### config.mk
export PLATFORM = sky130hd
export DESIGN_NAME = vga_pattern_gen_flat
export DESIGN_NICKNAME = d
export VERILOG_FILES = /design/src/rtl/vga_if.sv /design/src/rtl/vga_pattern_gen.sv /design/src/flat_wrapper.sv
export SDC_FILE = /design/constraint.sdc
export NUM_CORES = 1
export LEC_CHECK = 0
export BUFFER_PORTS_ARGS = -buffer_cell sky130_fd_sc_hd__buf_2
export CORE_MARGIN = 8
export CORE_UTILIZATION = 65
export CTS_CLUSTER_SIZE = 30
export DETAILED_ROUTE_END_ITERATION = 6
export HOLD_SLACK_MARGIN = 0.08
export PLACE_DENSITY = 0.93
export SYNTH_ARGS = -nofsm -noshare
export SYNTH_HDL_FRONTEND = slang
export SYNTH_SLANG_ARGS = --single-unit
### constraint.sdc
create_clock -name clk -period 11.5 [get_ports clk]
set_input_delay 1.725 -clock clk [delete_from_list [all_inputs] [get_ports clk]]
set_output_delay 1.725 -clock clk [all_outputs]
set_load 0.01 [all_outputs]
### src/rtl/vga_if.sv
// vga_if: pixel-strobe/mode controls in, sync/coordinate/colour outputs to the VGA DAC.
interface vga_if #(
    parameter int CNT_W   = 10,
    parameter int COLOR_W = 4
);
    logic                   pix_en;
    logic [1:0]             mode;
    logic [3*COLOR_W-1:0]   color_in;
    logic                   vga_hsync;
    logic                   vga_vsync;
    logic                   vga_valid;
    logic [CNT_W-1:0]       h_addr;
    logic [CNT_W-1:0]       v_addr;
    logic [COLOR_W-1:0]     vga_red;
    logic [COLOR_W-1:0]     vga_green;
    logic [COLOR_W-1:0]     vga_blue;
    logic                   frame_start;

    modport master (
        input  pix_en, mode, color_in,
        output vga_hsync, vga_vsync, vga_valid, h_addr, v_addr,
               vga_red, vga_green, vga_blue, frame_start
    );

    modport slave (
        output pix_en, mode, color_in,
        input  vga_hsync, vga_vsync, vga_valid, h_addr, v_addr,
               vga_red, vga_green, vga_blue, frame_start
    );
endinterface

### src/rtl/vga_pattern_gen.sv
// vga_pattern_gen: pix_en-gated VGA timing with solid, colour-bar, checkerboard and bouncing-box patterns.
module vga_pattern_gen #(
    parameter int H_ACTIVE = 640,
    parameter int H_FP     = 16,
    parameter int H_SYNC   = 96,
    parameter int H_BP     = 48,
    parameter int V_ACTIVE = 480,
    parameter int V_FP     = 10,
    parameter int V_SYNC   = 2,
    parameter int V_BP     = 33,
    parameter bit SYNC_POL = 1'b0,
    parameter int CNT_W    = 10,
    parameter int COLOR_W  = 4,
    parameter int CHK_LOG2 = 5,
    parameter int BOX_SIZE = 32
) (
    input  logic clk,
    input  logic rst_n,
    vga_if.master vga
);
    localparam int H_TOTAL = H_ACTIVE + H_FP + H_SYNC + H_BP;
    localparam int V_TOTAL = V_ACTIVE + V_FP + V_SYNC + V_BP;
    localparam logic [CNT_W-1:0] H_MAX   = CNT_W'(H_TOTAL - 1);
    localparam logic [CNT_W-1:0] V_MAX   = CNT_W'(V_TOTAL - 1);
    localparam logic [CNT_W-1:0] H_ACT   = CNT_W'(H_ACTIVE);
    localparam logic [CNT_W-1:0] V_ACT   = CNT_W'(V_ACTIVE);
    localparam logic [CNT_W-1:0] HS_BEG  = CNT_W'(H_ACTIVE + H_FP);
    localparam logic [CNT_W-1:0] HS_END  = CNT_W'(H_ACTIVE + H_FP + H_SYNC);
    localparam logic [CNT_W-1:0] VS_BEG  = CNT_W'(V_ACTIVE + V_FP);
    localparam logic [CNT_W-1:0] VS_END  = CNT_W'(V_ACTIVE + V_FP + V_SYNC);
    localparam logic [CNT_W-1:0] BAR_MAX = CNT_W'(H_ACTIVE / 8 - 1);
    localparam logic [CNT_W-1:0] BX_MAX  = CNT_W'(H_ACTIVE - BOX_SIZE);
    localparam logic [CNT_W-1:0] BY_MAX  = CNT_W'(V_ACTIVE - BOX_SIZE);
    localparam logic [CNT_W-1:0] BOX     = CNT_W'(BOX_SIZE);
    localparam logic [3*COLOR_W-1:0] WHITE = '1;

    logic [CNT_W-1:0] h_cnt, v_cnt, bar_pix;
    logic [2:0]       bar_idx;
    logic [1:0]       mode_q, cur_mode;
    logic [CNT_W-1:0] bx, by, dx, dy, nbx, nby, bdx, bdy;
    logic             dir_x, dir_y, ndir_x, ndir_y;
    logic             first_px, valid, h_wrap, in_box, chk;
    logic [COLOR_W-1:0] ones;
    logic [3*COLOR_W-1:0] bar_rgb, rgb;

    always_comb begin
        first_px = h_cnt == '0 && v_cnt == '0;
        h_wrap   = h_cnt == H_MAX;
        valid    = h_cnt < H_ACT && v_cnt < V_ACT;
        cur_mode = first_px ? vga.mode : mode_q;
        ndir_x   = dir_x ? bx != BX_MAX : bx == '0;
        ndir_y   = dir_y ? by != BY_MAX : by == '0;
        nbx      = ndir_x ? bx + 1'b1 : bx - 1'b1;
        nby      = ndir_y ? by + 1'b1 : by - 1'b1;
        // The frame's first pixel must already see the position latched at this tick
        bdx      = first_px ? bx : dx;
        bdy      = first_px ? by : dy;
        in_box   = h_cnt >= bdx && h_cnt < bdx + BOX && v_cnt >= bdy && v_cnt < bdy + BOX;
        chk      = h_cnt[CHK_LOG2] ^ v_cnt[CHK_LOG2];
        ones     = '1;
        bar_rgb  = {bar_idx[1] ? '0 : ones, bar_idx[2] ? '0 : ones, bar_idx[0] ? '0 : ones};
        rgb      = cur_mode == 2'd0 ? vga.color_in :
                   cur_mode == 2'd1 ? bar_rgb :
                   cur_mode == 2'd2 ? (chk ? WHITE : '0) :
                   (in_box ? WHITE : vga.color_in);
    end

    always_ff @(posedge clk or negedge rst_n) begin
        if (!rst_n) begin
            h_cnt           <= '0;
            v_cnt           <= '0;
            bar_pix         <= '0;
            bar_idx         <= '0;
            mode_q          <= '0;
            bx              <= '0;
            by              <= '0;
            dx              <= '0;
            dy              <= '0;
            dir_x           <= 1'b1;
            dir_y           <= 1'b1;
            vga.vga_hsync   <= ~SYNC_POL;
            vga.vga_vsync   <= ~SYNC_POL;
            vga.vga_valid   <= 1'b0;
            vga.h_addr      <= '0;
            vga.v_addr      <= '0;
            {vga.vga_red, vga.vga_green, vga.vga_blue} <= '0;
            vga.frame_start <= 1'b0;
        end else begin
            vga.frame_start <= vga.pix_en && first_px;
            if (vga.pix_en) begin
                h_cnt <= h_wrap ? '0 : h_cnt + 1'b1;
                if (h_wrap)
                    v_cnt <= v_cnt == V_MAX ? '0 : v_cnt + 1'b1;
                // Bar index tracks h_cnt incrementally, avoiding a divider
                if (h_wrap) begin
                    bar_pix <= '0;
                    bar_idx <= '0;
                end else if (bar_pix == BAR_MAX) begin
                    bar_pix <= '0;
                    bar_idx <= bar_idx + 3'd1;
                end else begin
                    bar_pix <= bar_pix + 1'b1;
                end
                if (first_px) begin
                    mode_q <= vga.mode;
                    dx     <= bx;
                    dy     <= by;
                    bx     <= nbx;
                    by     <= nby;
                    dir_x  <= ndir_x;
                    dir_y  <= ndir_y;
                end
                vga.vga_hsync <= (h_cnt >= HS_BEG && h_cnt < HS_END) ? SYNC_POL : ~SYNC_POL;
                vga.vga_vsync <= (v_cnt >= VS_BEG && v_cnt < VS_END) ? SYNC_POL : ~SYNC_POL;
                vga.vga_valid <= valid;
                vga.h_addr    <= valid ? h_cnt : '0;
                vga.v_addr    <= valid ? v_cnt : '0;
                {vga.vga_red, vga.vga_green, vga.vga_blue} <= valid ? rgb : '0;
            end
        end
    end
endmodule
### src/flat_wrapper.sv
// flat-port wrapper written by rule: the top's interface ports become plain ports
module vga_pattern_gen_flat 
#(
    parameter int H_ACTIVE = 640,
    parameter int H_FP     = 16,
    parameter int H_SYNC   = 96,
    parameter int H_BP     = 48,
    parameter int V_ACTIVE = 480,
    parameter int V_FP     = 10,
    parameter int V_SYNC   = 2,
    parameter int V_BP     = 33,
    parameter bit SYNC_POL = 1'b0,
    parameter int CNT_W    = 10,
    parameter int COLOR_W  = 4,
    parameter int CHK_LOG2 = 5,
    parameter int BOX_SIZE = 32
)
  (clk, rst_n, vga_pix_en, vga_mode, vga_color_in, vga_vga_hsync, vga_vga_vsync, vga_vga_valid, vga_h_addr, vga_v_addr, vga_vga_red, vga_vga_green, vga_vga_blue, vga_frame_start);
  vga_if #(.CNT_W(CNT_W), .COLOR_W(COLOR_W)) vga_i ();
  input  logic clk;
  input  logic rst_n;
  input wire logic [$bits(vga_i.pix_en)-1:0] vga_pix_en;
  input wire logic [$bits(vga_i.mode)-1:0] vga_mode;
  input wire logic [$bits(vga_i.color_in)-1:0] vga_color_in;
  output wire logic [$bits(vga_i.vga_hsync)-1:0] vga_vga_hsync;
  output wire logic [$bits(vga_i.vga_vsync)-1:0] vga_vga_vsync;
  output wire logic [$bits(vga_i.vga_valid)-1:0] vga_vga_valid;
  output wire logic [$bits(vga_i.h_addr)-1:0] vga_h_addr;
  output wire logic [$bits(vga_i.v_addr)-1:0] vga_v_addr;
  output wire logic [$bits(vga_i.vga_red)-1:0] vga_vga_red;
  output wire logic [$bits(vga_i.vga_green)-1:0] vga_vga_green;
  output wire logic [$bits(vga_i.vga_blue)-1:0] vga_vga_blue;
  output wire logic [$bits(vga_i.frame_start)-1:0] vga_frame_start;
  assign vga_i.pix_en = vga_pix_en;
  assign vga_i.mode = vga_mode;
  assign vga_i.color_in = vga_color_in;
  assign vga_vga_hsync = vga_i.vga_hsync;
  assign vga_vga_vsync = vga_i.vga_vsync;
  assign vga_vga_valid = vga_i.vga_valid;
  assign vga_h_addr = vga_i.h_addr;
  assign vga_v_addr = vga_i.v_addr;
  assign vga_vga_red = vga_i.vga_red;
  assign vga_vga_green = vga_i.vga_green;
  assign vga_vga_blue = vga_i.vga_blue;
  assign vga_frame_start = vga_i.frame_start;
  vga_pattern_gen #(.H_ACTIVE(H_ACTIVE), .H_FP(H_FP), .H_SYNC(H_SYNC), .H_BP(H_BP), .V_ACTIVE(V_ACTIVE), .V_FP(V_FP), .V_SYNC(V_SYNC), .V_BP(V_BP), .SYNC_POL(SYNC_POL), .CNT_W(CNT_W), .COLOR_W(COLOR_W), .CHK_LOG2(CHK_LOG2), .BOX_SIZE(BOX_SIZE)) u_core (.clk(clk), .rst_n(rst_n), .vga(vga_i));
endmodule
==> impl_metrics.json, run 1 <==
{
  "drc": 0,
  "r2r_end": "u_core.vga.vga_blue[2]$_DFFE_PN0P_",
  "synth_seq_area_share_pct": 42.8,
  "tritoncts": "yes",
  "fin_crit_ns": 4.89,
  "dieArea_sq_mm": 0.0137,
  "dp_hpwl_um": 11200,
  "cap_viol_max_count": 0,
  "fin_area_sq_mm": 0.00757,
  "whs_ns": 0.462,
  "cts.path.max_buffers": 2,
  "synth.distinct_cells": 55,
  "cts_htree_levels": 4,
  "finalCritPeriodShare_pct": 42.5,
  "cp_common_cell": "ha_1",
  "ir_drop_mv": 0.0914,
  "power.total_mw": 1.22,
  "ctsResizeCount": 0,
  "min_path_cells": 2,
  "core_region_area_sq_mm": 0.0101,
  "grt_first_pass_wirelength_um": 28400,
  "async_flop_share_pct": 100,
  "path_clk_slew_ns": 0.06,
  "path_class": "register to register",
  "cp.depth": 17,
  "synth_top_area_share_pct": 41.2,
  "start_kind": "register",
  "rsz0062_at_grt": "false",
  "relSlewSlack_pct": 26.9,
  "worst-endpoint-arrival_ns": 5.32,
  "grt_pass1_vias": 5873,
  "setup_viol": 0,
  "layout_commonest_cell": "dfrtp_1",
  "grt_max_degree": 66,
  "clk_latency_ns": 0.53,
  "timing.critical_path.buf_inv": 2,
  "postCtsSetupBuffers": 0,
  "dp_cells": 857,
  "antenna_found_initial": 0,
  "hold_viol_final": 0,
  "placed_area_sq_mm": 0.00695,
  "hold_path.class": "register to register",
  "final_cell_count_no_fill": 889,
  "r2r.worst_path.cells": 17,
  "fin_nets": 812,
  "io_pins": 53,
  "worstPathCellList": "inv_1 -> ha_1 -> or4b_1 -> nand4b_4 -> nor2_8 -> mux2i_1 -> inv_1 -> ha_1 -> xor2_1 -> ha_1 -> a21oi_1 -> nor2b_1 -> o21ai_0 -> o211ai_1 -> nor3_2 -> nand4_1 -> a2bb2oi_1",
  "ant_nets": 0,
  "gp_routability_congestion": 0.898,
  "final_core_util_pct": 75.1,
  "multi_input_area_sq_mm": 0.00358,
  "port_buffers": 52,
  "synthFlopType": "dfrtp_1",
  "rows": 37,
  "synth_area_leader_cell": "dfrtp_1",
  "synth_cells": 692,
  "max_freq_mhz": 204,
  "cp_max_fo": 24,
  "cts_inserted_buffers": 17,
  "track_usage_pct": 26.6,
  "die_h_um": 117,
  "fp.dieW_um": 117,
  "root_buffer": "clkbuf_8",
  "syn2layout_area_growth_pct": 14.5,
  "cts_hold_buf": 0,
  "syn-cell-area_sq_mm": 0.00661,
  "fillers": 671,
  "ys_ff_latch": 113,
  "yosys-top-cells-area": "dfrtp_1 (41%), ha_1 (10%), nand2_1 (6.1%)",
  "final.setup.tns_ns": 0,
  "drv_slew": 0,
  "synth_fp_nets": 764,
  "register_area_sq_mm": 0.00283,
  "worstHoldStart": "u_core.dx[5]$_DFFE_PN0P_",
  "wire_per_inst_um": 19.3,
  "cp-end-kind": "register",
  "drive_gt1_share_pct": 13.4,
  "firstDrtPassIters": 7,
  "leakage_nw": 3.60,
  "worstMarginPinSlew_ns": 1.09,
  "vias": 5665,
  "syn_area_per_cell_sq_um": 9.56,
  "first_iter_violations": 558,
  "r2r_setup_slack_ns": 6.61,
  "via_per_inst": 6.37,
  "power_density_mw_per_mm2": 160,
  "start_util_pct": 65.5,
  "critPathTopFamily": "simple AND/OR/NAND/NOR gates",
  "worst_slack_ns": 6.61,
  "crit_slowest_cell": "or4b_1",
  "cts_sinks": 113,
  "grt_overflow": 0,
  "reg2reg_from": "u_core.h_cnt[0]$_DFFE_PN0P_",
  "finalWirelength_um": 17100,
  "hold_path_end": "u_core.dx[5]$_DFFE_PN0P_",
  "diodes": 0,
  "status": "finished, final reports clean",
  "mostFrequentLayoutCells": "dfrtp_1 (109), nand2_1 (108), o21ai_0 (53), ha_1 (53), buf_2 (51)",
  "cp_slowest_stage_delay_ns": 0.53,
  "dpl_worst_slack_ns": 6.84,
  "clock_skew_ns": 0.00738,
  "synth_warnings": 0,
  "synth_edf_count": 0,
  "worst_ep_required_time_ns": 11.93
}
worst max-delay path by stage:
stage                           startpoint                            endpoint
3_3_place_gp   u_core.h_cnt[0]$_DFFE_PN0P_  u_core.vga.vga_blue[2]$_DFFE_PN0P_
3_5_place_dp   u_core.h_cnt[0]$_DFFE_PN0P_  u_core.vga.vga_blue[3]$_DFFE_PN0P_
5_1_grt        u_core.h_cnt[0]$_DFFE_PN0P_  u_core.vga.vga_blue[2]$_DFFE_PN0P_
4_1_cts        u_core.h_cnt[0]$_DFFE_PN0P_  u_core.vga.vga_blue[2]$_DFFE_PN0P_
2_1_floorplan  u_core.h_cnt[0]$_DFFE_PN0P_  u_core.vga.vga_blue[0]$_DFFE_PN0P_
6_report       u_core.h_cnt[0]$_DFFE_PN0P_  u_core.vga.vga_blue[2]$_DFFE_PN0P_
cell usage after synthesis (2+ instances only):
cell	n
a211o_1	2
a211oi_1	4
a21o_1	5
a21oi_1	27
a22o_1	20
a2bb2oi_1	12
a31oi_1	4
and2_1	3
and3_1	14
buf_2	3
clkbuf_1	20
dfrtp_1	109
dfstp_2	4
fa_1	2
ha_1	53
inv_1	22
mux2_2	4
mux2i_1	21
nand2_1	108
nand2b_1	11
nand3_1	15
nand3b_1	2
nand4_1	9
nand4b_1	3
nor2_1	30
nor2b_1	20
nor3_1	22
nor3b_1	2
nor4_1	9
o211ai_1	2
o21a_1	5
o21ai_0	53
o31ai_1	9
or2_2	2
or3_1	5
xnor2_1	23
xor2_1	15
report_power, final:
part,internal (mW),total (mW),switching [mW]
Sequential,0.431,0.473,0.0414
Combinational,0.0807,0.189,0.108
Clock,0.368,0.554,0.186
kinds of logic (layout without fill, tap and decap cells):
group                      count (synthesis)  after routing  share of synthesized area [%]
AOI/OAI and AO/OA                        151            151                           14.8
xor gates and xnor gates                  38             38                           5.03
adders and majority gates                 55             55                           10.6
buffers and inverters                     49            110                           3.14
DFF                                      113            113                           42.8
muxes                                     25             25                           3.86
and+or+nand+nor                          261            261                           19.7
sequential cells by signal, summed over array words and instances (netlist names), 4 cells and up:
register	cells
u_core.bar_pix	10
u_core.bx	10
u_core.by	10
u_core.dx	10
u_core.dy	10
u_core.h_cnt	10
u_core.v_cnt	10
u_core.vga.h_addr	10
u_core.vga.v_addr	10
u_core.vga.vga_blue	4
u_core.vga.vga_green	4
u_core.vga.vga_red	4
worst min-delay path, stage by stage (launching register included):
cell     delay, ns
dfrtp_1       0.34
nand2_1       0.05
nand2_1       0.05
cell type report:
class / count / share of cell area, %
Sequential cell: 113 / 37.4
Tap cell: 136 / 2.25
Inverter: 23 / 1.14
Clock buffer: 22 / 6.11
Timing Repair Buffer: 55 / 3.77
Multi-Input combinational cell: 530 / 47.3
Clock inverter: 10 / 2.08
metal layers:
| layer | wire [um] | GRT usage, % |
|---|---|---|
| met1 | 6780 | 30.4 |
| met4 | 645 | 14.4 |
| met2 | 8630 | 45.5 |
| met5 | 0 | 0 |
| met3 | 1070 | 6.36 |
(Power assumes the default switching activity.)
==> run 2: changes to the inputs <==
--- a/config.mk
+++ b/config.mk
@@ -7,11 +7,11 @@
 export LEC_CHECK = 0
 export BUFFER_PORTS_ARGS = -buffer_cell sky130_fd_sc_hd__buf_2
 export CORE_MARGIN = 8
-export CORE_UTILIZATION = 65
+export CORE_UTILIZATION = 61
 export CTS_CLUSTER_SIZE = 30
 export DETAILED_ROUTE_END_ITERATION = 6
 export HOLD_SLACK_MARGIN = 0.08
-export PLACE_DENSITY = 0.93
+export PLACE_DENSITY = 0.88
 export SYNTH_ARGS = -nofsm -noshare
 export SYNTH_HDL_FRONTEND = slang
 export SYNTH_SLANG_ARGS = --single-unit
==> constraint.sdc (replaced) <==
create_clock -name clk -period 5 [get_ports clk]
set_input_delay 0.75 -clock clk [delete_from_list [all_inputs] [get_ports clk]]
set_output_delay 0.75 -clock clk [all_outputs]
set_load 0.01 [all_outputs]
==> impl_metrics.json, run 2 (synthesized netlist as in run 1, its figures left out) <==
{
  "grtUsageMet1_pct": 28.0,
  "grt_overflow": 0,
  "grt_pass1_vias": 5583,
  "wire_per_inst_um": 18.0,
  "vias": 5510,
  "cts_htree_levels": 4,
  "cts_hold_buf": 0,
  "firstDrtPassIters": 5,
  "diodes": 0,
  "ctsResizeCount": 0,
  "drc": 0,
  "swShare_pct": 27.7,
  "antenna_found_initial": 0,
  "die_h_um": 120,
  "clock_skew_ns": 0.00817,
  "worst-endpoint-arrival_ns": 4.99,
  "drv_slew": 0,
  "start_util_pct": 61.8,
  "p_int_mw": 2.02,
  "mostFrequentLayoutCells": "dfrtp_1 (109), nand2_1 (108), o21ai_0 (53), ha_1 (53), buf_2 (51)",
  "ir_drop_mv": 0.350,
  "status": "finished, final reports clean",
  "fin_nets": 817,
  "finalCritPeriodShare_pct": 90.7,
  "postCtsSetupBuffers": 0,
  "cp_max_fo": 19,
  "ant_nets": 0,
  "clk_latency_ns": 0.54,
  "tritoncts": "yes",
  "leakage_nw": 3.63,
  "rows": 38,
  "setup_viol": 0,
  "root_buffer": "clkbuf_8",
  "use_met3_pct": 5.73,
  "cap_viol_max_count": 0,
  "rsz0062_at_grt": "false",
  "grt_first_pass_wirelength_um": 27300,
  "cts_inserted_buffers": 17,
  "port_buffers": 52,
  "cts.path.max_buffers": 2,
  "power_density_mw_per_mm2": 366,
  "gr-usage-met2_pct": 39.0,
  "busiest_layer": "met2",
  "hold_viol_final": 0,
  "final.setup.tns_ns": 0,
  "relSlewSlack_pct": 22.8,
  "power_frac_clock_pct": 45.7,
  "fp.dieW_um": 120,
  "max_freq_mhz": 220,
  "fin_crit_ns": 4.54,
  "hold_path.class": "primary input to async pin",
  "worstMarginPinSlew_ns": 1.15,
  "final_core_util_pct": 71.3,
  "dp_hpwl_um": 11200,
  "gp_routability_congestion": 0.898,
  "start_kind": "register",
  "worst_ep_required_time_ns": 5.46,
  "track_usage_pct": 23.4,
  "power.total_mw": 2.79,
  "drive_gt1_share_pct": 14.2,
  "cp-end-kind": "register",
  "dieArea_sq_mm": 0.0144,
  "cts_sinks": 113,
  "path_class": "register to register",
  "io_pins": 53,
  "layout_commonest_cell": "dfrtp_1",
  "path_clk_slew_ns": 0.06,
  "whs_ns": 0.288,
  "power.switching_mw": 0.772,
  "core_region_area_sq_mm": 0.0107,
  "first_iter_violations": 569,
  "pwr-share-comb_pct": 15.8,
  "via_per_inst": 6.14,
  "syn2layout_area_growth_pct": 15.2,
  "grt_max_degree": 66,
  "power_frac_seq_pct": 38.5,
  "finalWirelength_um": 16100
}
==> run 2: cell types whose count changed in the layout (fill, tap and decap cells not counted) <==
cell      before  now
clkbuf_8       4    3
buf_4          4    9
inv_6          0    1
clkinv_4       0    2
clkbuf_1       2    0
==> run 2: worst max-delay path, cell delays in order, from the launching register on <==
cell and delay, ns:
dfrtp_1 0.41, inv_1 0.17, ha_1 0.17, or4b_1 0.49
nand4b_4 0.26, nor2_8 0.36, mux2i_1 0.37, inv_1 0.11
ha_1 0.24, xor2_1 0.17, ha_1 0.32, a21oi_1 0.20
nor2b_1 0.09, o21ai_0 0.28, o211ai_1 0.16, nor3_2 0.13
nand4_1 0.14, buf_4 0.23, a2bb2oi_1 0.15
==> run 2: stage by stage <==
stage / cell area [sq um] / setup WS (ns) / instances
after floorplan: 6610 / 1.34 / 692
after global placement: 6990 / 0.730 / 865
after detailed placement: 6990 / 0.309 / 865
after CTS: 7610 / 0.262 / 897
after global routing: 7620 / 0.153 / 898
final: 7620 / 0.463 / 898
==> run 2: power by group through the flow <==
| stage | Clock, mW | Sequential (mW) | Combinational [mW] |
|---|---|---|---|
| 3_5_place_dp | 0 | 1.08 | 0.425 |
| 2_1_floorplan | 0 | 1.08 | 0.275 |
| 6_report | 1.28 | 1.07 | 0.442 |
| 3_3_place_gp | 0 | 1.08 | 0.399 |
| 4_1_cts | 1.28 | 1.07 | 0.433 |
| 5_1_grt | 1.33 | 1.08 | 0.485 |
==> run 2: metal layers <==
| layer | vias up | share of wire (%) |
|---|---|---|
| li1 | 2578 | - |
| met2 | 221 | 49 |
| met1 | 2651 | 41 |
| met3 | 60 | 6.1 |
| met5 | - | 0 |
| met4 | 0 | 3.3 |
==> run 2: worst paths after layout <==
check                      slack, ns                            endpoint  depth (start not counted)                   startpoint
max                             0.46  u_core.vga.vga_blue[3]$_DFFE_PN0P_                         18  u_core.h_cnt[0]$_DFFE_PN0P_
min                             0.29    u_core.vga.v_addr[0]$_DFFE_PN0P_                          1                        rst_n
max reg2reg                     0.46  u_core.vga.vga_blue[3]$_DFFE_PN0P_                         18  u_core.h_cnt[0]$_DFFE_PN0P_
min reg2reg                     0.47            u_core.dx[2]$_DFFE_PN0P_                          2     u_core.dx[2]$_DFFE_PN0P_
max in group asynchronous       3.57            u_core.bx[7]$_DFFE_PN0P_                          2                        rst_n
min in group clk                0.45        u_core.mode_q[1]$_DFFE_PN0P_                          3                  vga_mode[1]
==> run 2: final cells by class <==
class | instances | area, sq um
Multi-Input combinational cell | 530 | 3580
Fill cell | 754 | 3080
Sequential cell | 113 | 2830
Clock buffer | 19 | 442
Timing Repair Buffer | 60 | 323
Clock inverter | 13 | 184
Tap cell | 140 | 175
Inverter | 23 | 86.3
==> run 3: changes to the inputs <==
--- a/config.mk
+++ b/config.mk
@@ -7,11 +7,13 @@
 export LEC_CHECK = 0
 export BUFFER_PORTS_ARGS = -buffer_cell sky130_fd_sc_hd__buf_2
 export CORE_MARGIN = 8
-export CORE_UTILIZATION = 61
+export CORE_UTILIZATION = 63
+export CTS_BUF_LIST = sky130_fd_sc_hd__clkbuf_4 sky130_fd_sc_hd__clkbuf_8
 export CTS_CLUSTER_SIZE = 30
 export DETAILED_ROUTE_END_ITERATION = 6
+export GPL_ROUTABILITY_DRIVEN = 0
 export HOLD_SLACK_MARGIN = 0.08
-export PLACE_DENSITY = 0.88
+export PLACE_DENSITY = 0.9
 export SYNTH_ARGS = -nofsm -noshare
 export SYNTH_HDL_FRONTEND = slang
 export SYNTH_SLANG_ARGS = --single-unit
==> impl_metrics.json, run 3 (synthesized netlist as in run 1, its figures left out) <==
{
  "grt_max_degree": 81,
  "dp_hpwl_um": 11100,
  "grt_overflow": 0,
  "vias": 5502,
  "power.total_mw": 2.33,
  "crit_slowest_cell": "or4b_1",
  "cts.path.max_buffers": 2,
  "core_region_area_sq_mm": 0.0103,
  "worstPathCellList": "inv_1 -> ha_1 -> or4b_1 -> nand4b_4 -> nor2_8 -> mux2i_1 -> inv_1 -> ha_1 -> xor2_1 -> ha_1 -> o21a_1 -> o211ai_1 -> a21oi_1 -> nor3_2 -> nand4_1 -> a2bb2oi_1",
  "track_usage_pct": 23.9,
  "worst-endpoint-arrival_ns": 5.04,
  "io_pins": 53,
  "max_freq_mhz": 213,
  "cts_htree_levels": 4,
  "rows": 37,
  "hold_viol_final": 0,
  "finalCritPeriodShare_pct": 94.0,
  "power_frac_seq_pct": 46.0,
  "fin_crit_ns": 4.70,
  "cp_max_fo": 18,
  "violations": "design-rule violations",
  "first_iter_violations": 562,
  "cp_slowest_stage_delay_ns": 0.50,
  "die_h_um": 118,
  "setup_viol": 0,
  "ctsResizeCount": 0,
  "fp.dieW_um": 118,
  "antenna_found_initial": 0,
  "finalWirelength_um": 15900,
  "hold_path.class": "register to register",
  "leakage_nw": 3.53,
  "final_core_util_pct": 71.7,
  "cts_inserted_buffers": 17,
  "path_class": "register to register",
  "worst_slack_ns": 0.301,
  "cp_common_cell": "ha_1",
  "grt_first_pass_wirelength_um": 27500,
  "start_util_pct": 64.4,
  "port_buffers": 52,
  "timing.critical_path.buf_inv": 2,
  "clk_latency_ns": 0.44,
  "via_per_inst": 6.16,
  "relSlewSlack_pct": 34.2,
  "power_density_mw_per_mm2": 316,
  "p_int_mw": 1.65,
  "layout_commonest_cell": "dfrtp_1",
  "rsz0062_at_grt": "false",
  "worstMarginPinSlew_ns": 0.986,
  "tritoncts": "yes",
  "diodes": 0,
  "firstDrtPassIters": 7,
  "ant_nets": 0,
  "fin_nets": 816,
  "drc": 6,
  "wire_per_inst_um": 17.8,
  "clock_skew_ns": 0.0119,
  "placed_area_sq_mm": 0.00698,
  "fin_area_sq_mm": 0.00737,
  "drv_slew": 0,
  "drive_gt1_share_pct": 14.1,
  "syn2layout_area_growth_pct": 11.4,
  "mostFrequentLayoutCells": "dfrtp_1 (109), nand2_1 (108), o21ai_0 (53), ha_1 (53), buf_2 (51)",
  "cts_hold_buf": 0,
  "start_kind": "register",
  "worst_ep_required_time_ns": 5.34,
  "cp-end-kind": "register",
  "ir_drop_mv": 0.191,
  "power.switching_mw": 0.681,
  "critPathTopFamily": "simple AND/OR/NAND/NOR gates",
  "dpl_worst_slack_ns": 0.443,
  "dieArea_sq_mm": 0.0140,
  "swShare_pct": 29.2,
  "power_frac_clock_pct": 35.2,
  "grt_pass1_vias": 5635,
  "path_clk_slew_ns": 0.06,
  "final.setup.tns_ns": 0,
  "root_buffer": "clkbuf_8",
  "cts_sinks": 113,
  "postCtsSetupBuffers": 0,
  "status": "complete, but fails checks",
  "pwr-share-comb_pct": 18.8,
  "cap_viol_max_count": 0
}
==> run 3: power groups by stage <==
stage	combinational, mW	clock, mW	sequential [mW]
after CTS	0.434	0.835	1.07
after detailed placement	0.424	0	1.08
after global routing	0.485	0.878	1.08
after floorplan	0.275	0	1.08
final	0.439	0.821	1.07
after global placement	0.397	0	1.08
==> run 3: path summary, 6_finish.rpt <==
kind / endpoint / cells after the start / slack (ns) / start
worst min register to register: u_core.dx[9]$_DFFE_PN0P_ / 2 / 0.47 / u_core.dx[9]$_DFFE_PN0P_
worst max register to register: u_core.vga.vga_green[3]$_DFFE_PN0P_ / 16 / 0.30 / u_core.h_cnt[0]$_DFFE_PN0P_
max in group asynchronous: u_core.dir_y$_DFFE_PN1P_ / 2 / 3.49 / rst_n
worst max-delay path: u_core.vga.vga_green[3]$_DFFE_PN0P_ / 16 / 0.30 / u_core.h_cnt[0]$_DFFE_PN0P_
worst min-delay path: u_core.dx[9]$_DFFE_PN0P_ / 2 / 0.47 / u_core.dx[9]$_DFFE_PN0P_
min in group asynchronous: u_core.vga.vga_valid$_DFFE_PN0P_ / 1 / 0.48 / rst_n
==> run 3: cell type report <==
class                   instances  area (sq um)
multi-input cells             530          3580
fillers                       729          2910
flip-flops and latches        113          2830
clock buffers                  26           327
repair buffers                 59           315
well taps                     136           170
inverters                      23          86.3
clock inverters                 6          55.1
==> run 3: layer usage <==
| layer | vias up | wire length [um] | track usage (%) |
|---|---|---|---|
| met5 | - | 0 | 0 |
| met4 | 0 | 551 | 11.9 |
| met3 | 56 | 1040 | 6.95 |
| met2 | 222 | 7910 | 39.4 |
| met1 | 2652 | 6400 | 28.0 |
| li1 | 2572 | - | - |
==> run 3: stage by stage <==
step | hold WS [ns] | cells
6_report | 0.475 | 893
5_1_grt | 0.500 | 893
4_1_cts | 0.476 | 893
3_5_place_dp | 0.460 | 861
3_3_place_gp | 0.448 | 861
2_1_floorplan | 0.438 | 692
==> run 3: tightest hold or removal path, cell delays in order (launching register included) <==
cell and delay (ns):
dfrtp_1 0.34, nand2_1 0.05, nand2_1 0.05
